===== src/rtl/pc_target_table.sv =====
// pc_target_table: programmable branch-target lookup table for the fetch stage.
// Maps a short entry index to a full PC target. After reset the table spends
// exactly DEPTH cycles initialising every entry to its own index (unprogrammed),
// then accepts single-cycle-latency lookups and run-time writes.
// Optional feature macro: PCT_REL_EN adds the wr_rel port and per-entry
// PC-relative mode (target = pc_curr + signed offset, modulo 2**PC_W).
module pc_target_table #(
  parameter int ADDR_W = 4,
  parameter int PC_W   = 10
) (
  input  logic              clk,
  input  logic              reset_n,
  input  logic              rd_req,
  input  logic [ADDR_W-1:0] rd_addr,
  input  logic [PC_W-1:0]   pc_curr,
  input  logic              wr_en,
  input  logic [ADDR_W-1:0] wr_addr,
  input  logic [PC_W-1:0]   wr_data,
`ifdef PCT_REL_EN
  input  logic              wr_rel,
`endif
  output logic              ready,
  output logic [PC_W-1:0]   target,
  output logic              target_vld,
  output logic              hit
);

  localparam int DEPTH = 2**ADDR_W;

  typedef enum logic {
    ST_INIT,
    ST_IDLE
  } state_t;

  state_t            state;
  logic [ADDR_W-1:0] init_cnt;

  logic [PC_W-1:0]   entry_data [DEPTH];
  logic [DEPTH-1:0]  entry_valid;
`ifdef PCT_REL_EN
  logic [DEPTH-1:0]  entry_rel;
`endif

  logic              bypass;
  logic [PC_W-1:0]   sel_data;
  logic              sel_valid;
  logic [PC_W-1:0]   lookup;
  logic              accept;

  assign accept = (state == ST_IDLE);

`ifdef PCT_REL_EN
  logic              sel_rel;

  // Resolve the looked-up entry, forwarding a same-index write, and apply relative mode
  always_comb begin
    bypass    = wr_en && (wr_addr == rd_addr);
    sel_data  = bypass ? wr_data : entry_data[rd_addr];
    sel_valid = bypass | entry_valid[rd_addr];
    sel_rel   = bypass ? wr_rel : entry_rel[rd_addr];
    lookup    = sel_rel ? (pc_curr + sel_data) : sel_data;
  end
`else
  logic              unused_pc;
  assign unused_pc = ^pc_curr;

  // Resolve the looked-up entry, forwarding a same-index write (absolute entries only)
  always_comb begin
    bypass    = wr_en && (wr_addr == rd_addr);
    sel_data  = bypass ? wr_data : entry_data[rd_addr];
    sel_valid = bypass | entry_valid[rd_addr];
    lookup    = sel_data;
  end
`endif

  // Entry storage: init sweep clears one entry per cycle, then run-time writes take over
  always_ff @(posedge clk) begin
    if (state == ST_INIT) begin
      entry_data[init_cnt]  <= PC_W'(init_cnt);
      entry_valid[init_cnt] <= 1'b0;
`ifdef PCT_REL_EN
      entry_rel[init_cnt]   <= 1'b0;
`endif
    end else if (wr_en) begin
      entry_data[wr_addr]   <= wr_data;
      entry_valid[wr_addr]  <= 1'b1;
`ifdef PCT_REL_EN
      entry_rel[wr_addr]    <= wr_rel;
`endif
    end
  end

  // Control FSM with registered ready and lookup results
  always_ff @(posedge clk or negedge reset_n) begin
    if (!reset_n) begin
      state      <= ST_INIT;
      init_cnt   <= '0;
      ready      <= 1'b0;
      target     <= '0;
      target_vld <= 1'b0;
      hit        <= 1'b0;
    end else begin
      target_vld <= 1'b0;
      case (state)
        ST_INIT: begin
          init_cnt <= init_cnt + ADDR_W'(1);
          if (init_cnt == ADDR_W'(DEPTH - 1)) begin
            state <= ST_IDLE;
            ready <= 1'b1;
          end
        end
        ST_IDLE: begin
          if (accept && rd_req) begin
            target     <= lookup;
            hit        <= sel_valid;
            target_vld <= 1'b1;
          end
        end
        default: begin
          state <= ST_INIT;
        end
      endcase
    end
  end

endmodule


===== config.mk =====
export PLATFORM = sky130hd
export DESIGN_NAME = pc_target_table
export DESIGN_NICKNAME = d
export VERILOG_FILES = /design/src/rtl/pc_target_table.sv
export SDC_FILE = /design/constraint.sdc
export NUM_CORES = 1
export LEC_CHECK = 0
export CAP_MARGIN = 20
export CORE_ASPECT_RATIO = 1.25
export CORE_MARGIN = 2
export CORE_UTILIZATION = 40
export CTS_CLUSTER_SIZE = 20
export DETAILED_ROUTE_END_ITERATION = 7
export GPL_TIMING_DRIVEN = 1
export PLACE_DENSITY_LB_ADDON = 0.2
export SLEW_MARGIN = 20
export SYNTH_ARGS = -nofsm -noshare
export SYNTH_HDL_FRONTEND = slang
export SYNTH_SLANG_ARGS = --single-unit
export TNS_END_PERCENT = 5

===== constraint.sdc =====
create_clock -name clk -period 1.8 [get_ports clk]
set_input_delay 0.36 -clock clk [delete_from_list [all_inputs] [get_ports clk]]
set_output_delay 0.36 -clock clk [all_outputs]
set_load 0.05 [all_outputs]

# Word-level counts from Yosys, hierarchy flattened
# Memories as Yosys holds them, arrays and structs flattened. A register that Yosys moved wholly into a read port is not among the register bits.
# Index checks and enable logic that the tools add are counted.
dict set report totals {
  out_inout_bits 13
  memories 1
  ramBits 160
  reg_bits 24
}
# memory depth word_bits rd rd_ports_with_merged_regs write_ports line
set memory_table {}
lappend memory_table {entry_data 16 10 1 1 1 38} ;# logic [PC_W-1:0] entry_data [DEPTH];
dict set report classes {
  muxes 19
  bitwise 5
  n_eq_ne 3
  n_addsub 1
  n_reduce_logical 8
  n_lt_le_gt_ge 5
}
# op n
set op_table {}
lappend op_table {{$mux 16} 2}
lappend op_table {{$and 16x16->16} 1}
lappend op_table {{$not 16->16} 1}
lappend op_table {{$or 16x16->16} 1}
lappend op_table {{$lt 4x5->1 const B} 3}
lappend op_table {{$mux 1} 12}
lappend op_table {{$mux 10} 1}
lappend op_table {{$reduce_or 10->1} 1}
lappend op_table {{$demux 1 s4} 2}
lappend op_table {{$ge 4x1->1 const B} 2}
lappend op_table {{$add 4x1->4 const B} 1}
lappend op_table {{$bmux 1 s4} 1}
lappend op_table {{$eq 4x4->1} 1}
lappend op_table {{$eq 4x4->1 const B} 1}
lappend op_table {{$logic_and 1x1->1} 4}
lappend op_table {{$mux 4} 1}
lappend op_table {{$reduce_and 2->1} 2}
lappend op_table {{$ne 2x2->1 const B} 1}
lappend op_table {{$logic_not 1->1} 1}
lappend op_table {{$not 1->1} 1}
lappend op_table {{$or 1x1->1} 1}

# Logic depth before layout (Yosys ltp)
dict set report depth {
  ltp_word 7
  ltp_mapped 8
  ltp_nobuf 5
}

# Worst setup path before layout
# OpenSTA, ideal clock, no wires.
dict set report synth_path {
  path_kind {input to register}
  startpoint {in wr_en}
  endpoint {mem entry_data[13][0], enable pin}
  t_arrival_ps 1615
  path_stages 5
  slack_ps -191
  setup_time_ps 376
  cell_sequence {and2_1 > clkbuf_1 > clkbuf_1 > a32oi_1 > nor2_1}
}
dict set report synth_between {
  elab_chain_cells 5
  word_cells_on_any_way 6
}
# item line
set synth_rtl {}
lappend synth_rtl {{start, declared} 16} ;# input logic wr_en,
lappend synth_rtl {{$mux 1 *} 84} ;# end else if (wr_en) begin
lappend synth_rtl {{$mux 1 *} 78} ;# if (state == ST_INIT) begin
lappend synth_rtl {{$mux 1 (not written as such) *} 85} ;# entry_data[wr_addr] <= wr_data;
lappend synth_rtl {{$reduce_or 10->1 (no line)} n/a}
lappend synth_rtl {{$mux 4 (no line) / $mux 1 (equally long branches)} n/a}
lappend synth_rtl {{end, declared} 38}
# Every way passes the cells marked *; elsewhere a longest branch is shown, timed or not.

# Final worst setup path
dict set report layout_path {
  startpoint {in wr_addr[0]}
  endpoint {mem entry_data[13][2], enable pin}
}
dict set report layout_between {
  elab_chain_cells 1
}
# item line
set layout_rtl {}
lappend layout_rtl {{start, declared} 17} ;# input logic [ADDR_W-1:0] wr_addr,
lappend layout_rtl {{$mux 4 (no line)} n/a}
# Every way passes these cells.

==> impl_metrics.env <==
export IMPL_cp_max_fo=10
export IMPL_end_kind="flip-flop"
export IMPL_synth_flop_cell="edfxtp_1"
export IMPL_n_fill_cell=1670
export IMPL_synth_top_area_share=0.644
export IMPL_cts_clk_slew_worst_paths_ps=70
export IMPL_p_total_mw=9.82
export IMPL_max_stage_delay_ps=570
export IMPL_ant_nets=0
export IMPL_crit_cells=5
export IMPL_drt_met1_wl_um=7630
export IMPL_avgSynthCellArea_um2=17.1
export IMPL_grt_pass1_vias=5015
export IMPL_vdd_ir_drop_max_uv=670
export IMPL_rsz0062_at_grt="true"
export IMPL_ys_types=42
export IMPL_dr_pass1_iters=4
export IMPL_antennaDiodeCount=0
export IMPL_r2r_start="accept$_DFF_PN0_"
export IMPL_cellPowerDensity_nw_per_um2=952
export IMPL_rows=58
export IMPL_slew_headroom=0.594
export IMPL_dp_cells=856
export IMPL_cts_made_buffers=17
export IMPL_highest_layer="met4"
export IMPL_cp_endpoint="entry_data[13][2]$_DFFE_PP_"
export IMPL_reg2reg_depth=4
export IMPL_violations="setup timing"
export IMPL_synthArstFlopShare=0.0928
export IMPL_root_buffer="clkbuf_16"
export IMPL_viasPerCell=5.40
export IMPL_wl_met3_um=788
export IMPL_die_w_um=132
export IMPL_synth_edf_count=176
export IMPL_drive_gt1_frac=0.362
export IMPL_clock_latency_ps=430
export IMPL_hpwl_um=14200
export IMPL_cts_buffer_depth=2
export IMPL_min_period_over_period=1.02
export IMPL_die_area_um2=21700
export IMPL_arrival_ps=1900
export IMPL_seq_area_frac_synth=0.699
export IMPL_post_cts_buffers=0
export IMPL_pin_count=45
export IMPL_syn_inst=481
export IMPL_wire_per_inst_um=22.1
export IMPL_ys_warn_count=0
export IMPL_critical_path_slowest_cell="clkdlybuf4s50_1"
export IMPL_cp_startpoint="wr_addr[0]"
export IMPL_clock_sinks=194
export IMPL_port_buffers=34
export IMPL_area_delta_synth_final_pct=25.7
export IMPL_synth_seq_cells=194
export IMPL_synth_area_leader_cell="edfxtp_1"
export IMPL_nets=641
export IMPL_grt_use_total=0.190
export IMPL_hold_path_class="primary input to async pin"
export IMPL_leakagePower_nw=3.82
export IMPL_grt_max_degree=26
export IMPL_slew_viol_final=0
export IMPL_drtIter0Drc=377
export IMPL_drc=0
export IMPL_status="finished with violations"
export IMPL_h_tree_depth=4
export IMPL_cts_hold_buf=0
export IMPL_critical_path_cell_chain="clkdlybuf4s50_1 > inv_1 > nor2_1 > a21oi_2 > nor2_2"
export IMPL_reg2reg_slack_ps=20
export IMPL_fin_ws_ps=-39.0
export IMPL_netlist_area_um2=8210
export IMPL_worst_pin_slew_ps=609
export IMPL_finalNonFillerCells=888
export IMPL_rr_endpoint="entry_data[13][2]$_DFFE_PP_"
export IMPL_syn_nets=517
export IMPL_required_ps=1860
export IMPL_fmax_mhz=544
export IMPL_hold_violations=0
export IMPL_die_y_um=164
export IMPL_antenna_found_initial=0
export IMPL_met2_length_um=10600
export IMPL_maxCapViolCount=0
export IMPL_start_util=0.408
export IMPL_start_kind="primary input"
export IMPL_wirelength_um=19600
export IMPL_multi_input_area_um2=2390
export IMPL_cts_tree="yes"
export IMPL_grt_pass1_wl_um=30100
export IMPL_crit_type="primary input to flip-flop"
export IMPL_fin_crit_ps=1840
export IMPL_post_route_util=0.513
export IMPL_vias=4797
export IMPL_gp_congestion=0.887
export IMPL_fin_skew_ps=9.08
export IMPL_core_area_um2=20100
export IMPL_grt_overflow=0
export IMPL_regArea_um2=5740
export IMPL_dp_slack_ps=-668
export IMPL_finalSetupViolations=10
export IMPL_crit_buf_inv=2
export IMPL_critPathTopFamily="simple AND/OR/NAND/NOR gates"
export IMPL_synth_area_top_cells="edfxtp_1 (64%), mux4_2 (14%), dfrtp_1 (5.5%), nand2_1 (2.1%), a21oi_1 (1.8%)"
==> Yosys cell counts, types with 2 or more instances <==
cell and count:
edfxtp_1 176, mux4_2 50, nand2_1 45, nor2_1 32
a21oi_1 30, dfrtp_1 18, clkbuf_1 15, and3_1 10
nand2b_1 8, nor2b_1 8, mux2i_1 7, o211ai_1 7
buf_6 6, inv_1 6, a31oi_1 5, buf_2 5
o21ai_0 5, a211o_1 4, a22oi_1 4, ha_1 4
nand3_1 4, xnor2_1 4, nand4_1 3, xor2_1 3
a2111oi_0 2, a221oi_1 2, and2_1 2, nor3_1 2
==> cells in the final DEF (no fill, tap or decap), drive strengths merged, types with 8 or more instances in the layout <==
cell type,Yosys,final
a21oi,30,30
and3,10,10
buf,12,113
clkbuf,15,18
clkdlybuf4s50,0,15
dfrtp,18,18
edfxtp,176,176
inv,7,13
mux4,50,50
nand2,45,45
nand2b,8,8
nor2,32,32
nor2b,9,9
==> where the power goes <==
| group | leakage [nW] | internal (mW) | switching (mW) |
|---|---|---|---|
| sequential | 1.97 | 5.00 | 0.0413 |
| clock | 0.295 | 2.13 | 1.71 |
| combinational | 1.56 | 0.410 | 0.528 |
| total | 3.82 | 7.54 | 2.28 |
==> how the worst min path moves through the flow <==
stage	cells past startpoint	endpoint	slack, ps	start
detailed placement	1	ready$_DFFE_PN0P_	470	ready$_DFFE_PN0P_
finish	2	target[6]$_DFFE_PN0P_	260	reset_n
floorplan	0	accept$_DFF_PN0_	60	reset_n
global placement	1	ready$_DFFE_PN0P_	440	ready$_DFFE_PN0P_
global route	2	target[8]$_DFFE_PN0P_	280	reset_n
CTS	2	target[6]$_DFFE_PN0P_	260	reset_n
==> layer usage <==
layer  vias to the layer above  track usage
met5                         -            0
met4                         0       0.0820
met3                        31       0.0259
met2                       138        0.341
met1                      2471        0.230
li1                       2157            -
==> cells by family (layout without fill, tap and decap cells) <==
kind of cell,after synthesis,after routing,synth area share
AOI/OAI and AO/OA,68,68,0.0533
xor gates and xnor gates,7,7,0.00747
and+or+nand+nor,116,116,0.0652
adders and majority gates,4,4,0.00610
muxes,58,58,0.147
buffers and inverters,34,171,0.0222
DFF,194,194,0.699
==> what timing repair did <==
item	in CTS	in global routing
setup endpoints to repair	133	98
pin swaps	0	1
gates cloned	0	0
resized for setup	7	16
==> flip-flops by register name, indices dropped and copies added, names as in the netlist <==
signal / cells
ready: 1
target_vld: 1
entry_valid: 16
accept: 1
hit: 1
entry_data: 160
init_cnt: 4
target: 10
==> stage by stage <==
stage / instance area (um^2) / TNS (ps) / hold WS [ps]
floorplan: 8250 / -7420 / 64.4
global placement: 9630 / -90470 / 445
detailed placement: 9630 / -97630 / 466
CTS: 10300 / -25.7 / 255
global route: 10300 / -1340 / 275
finish: 10300 / -347 / 257
==> final cells by class <==
class                      instances  area share
sequential                       194       0.556
multi-input combinational        253       0.231
timing repair buffer             132       0.119
clock buffer                      18      0.0426
tap                              270      0.0327
clock inverter                    14      0.0164
inverter                           7     0.00255
No activity file was read; power rests on OpenSTA's default activity.
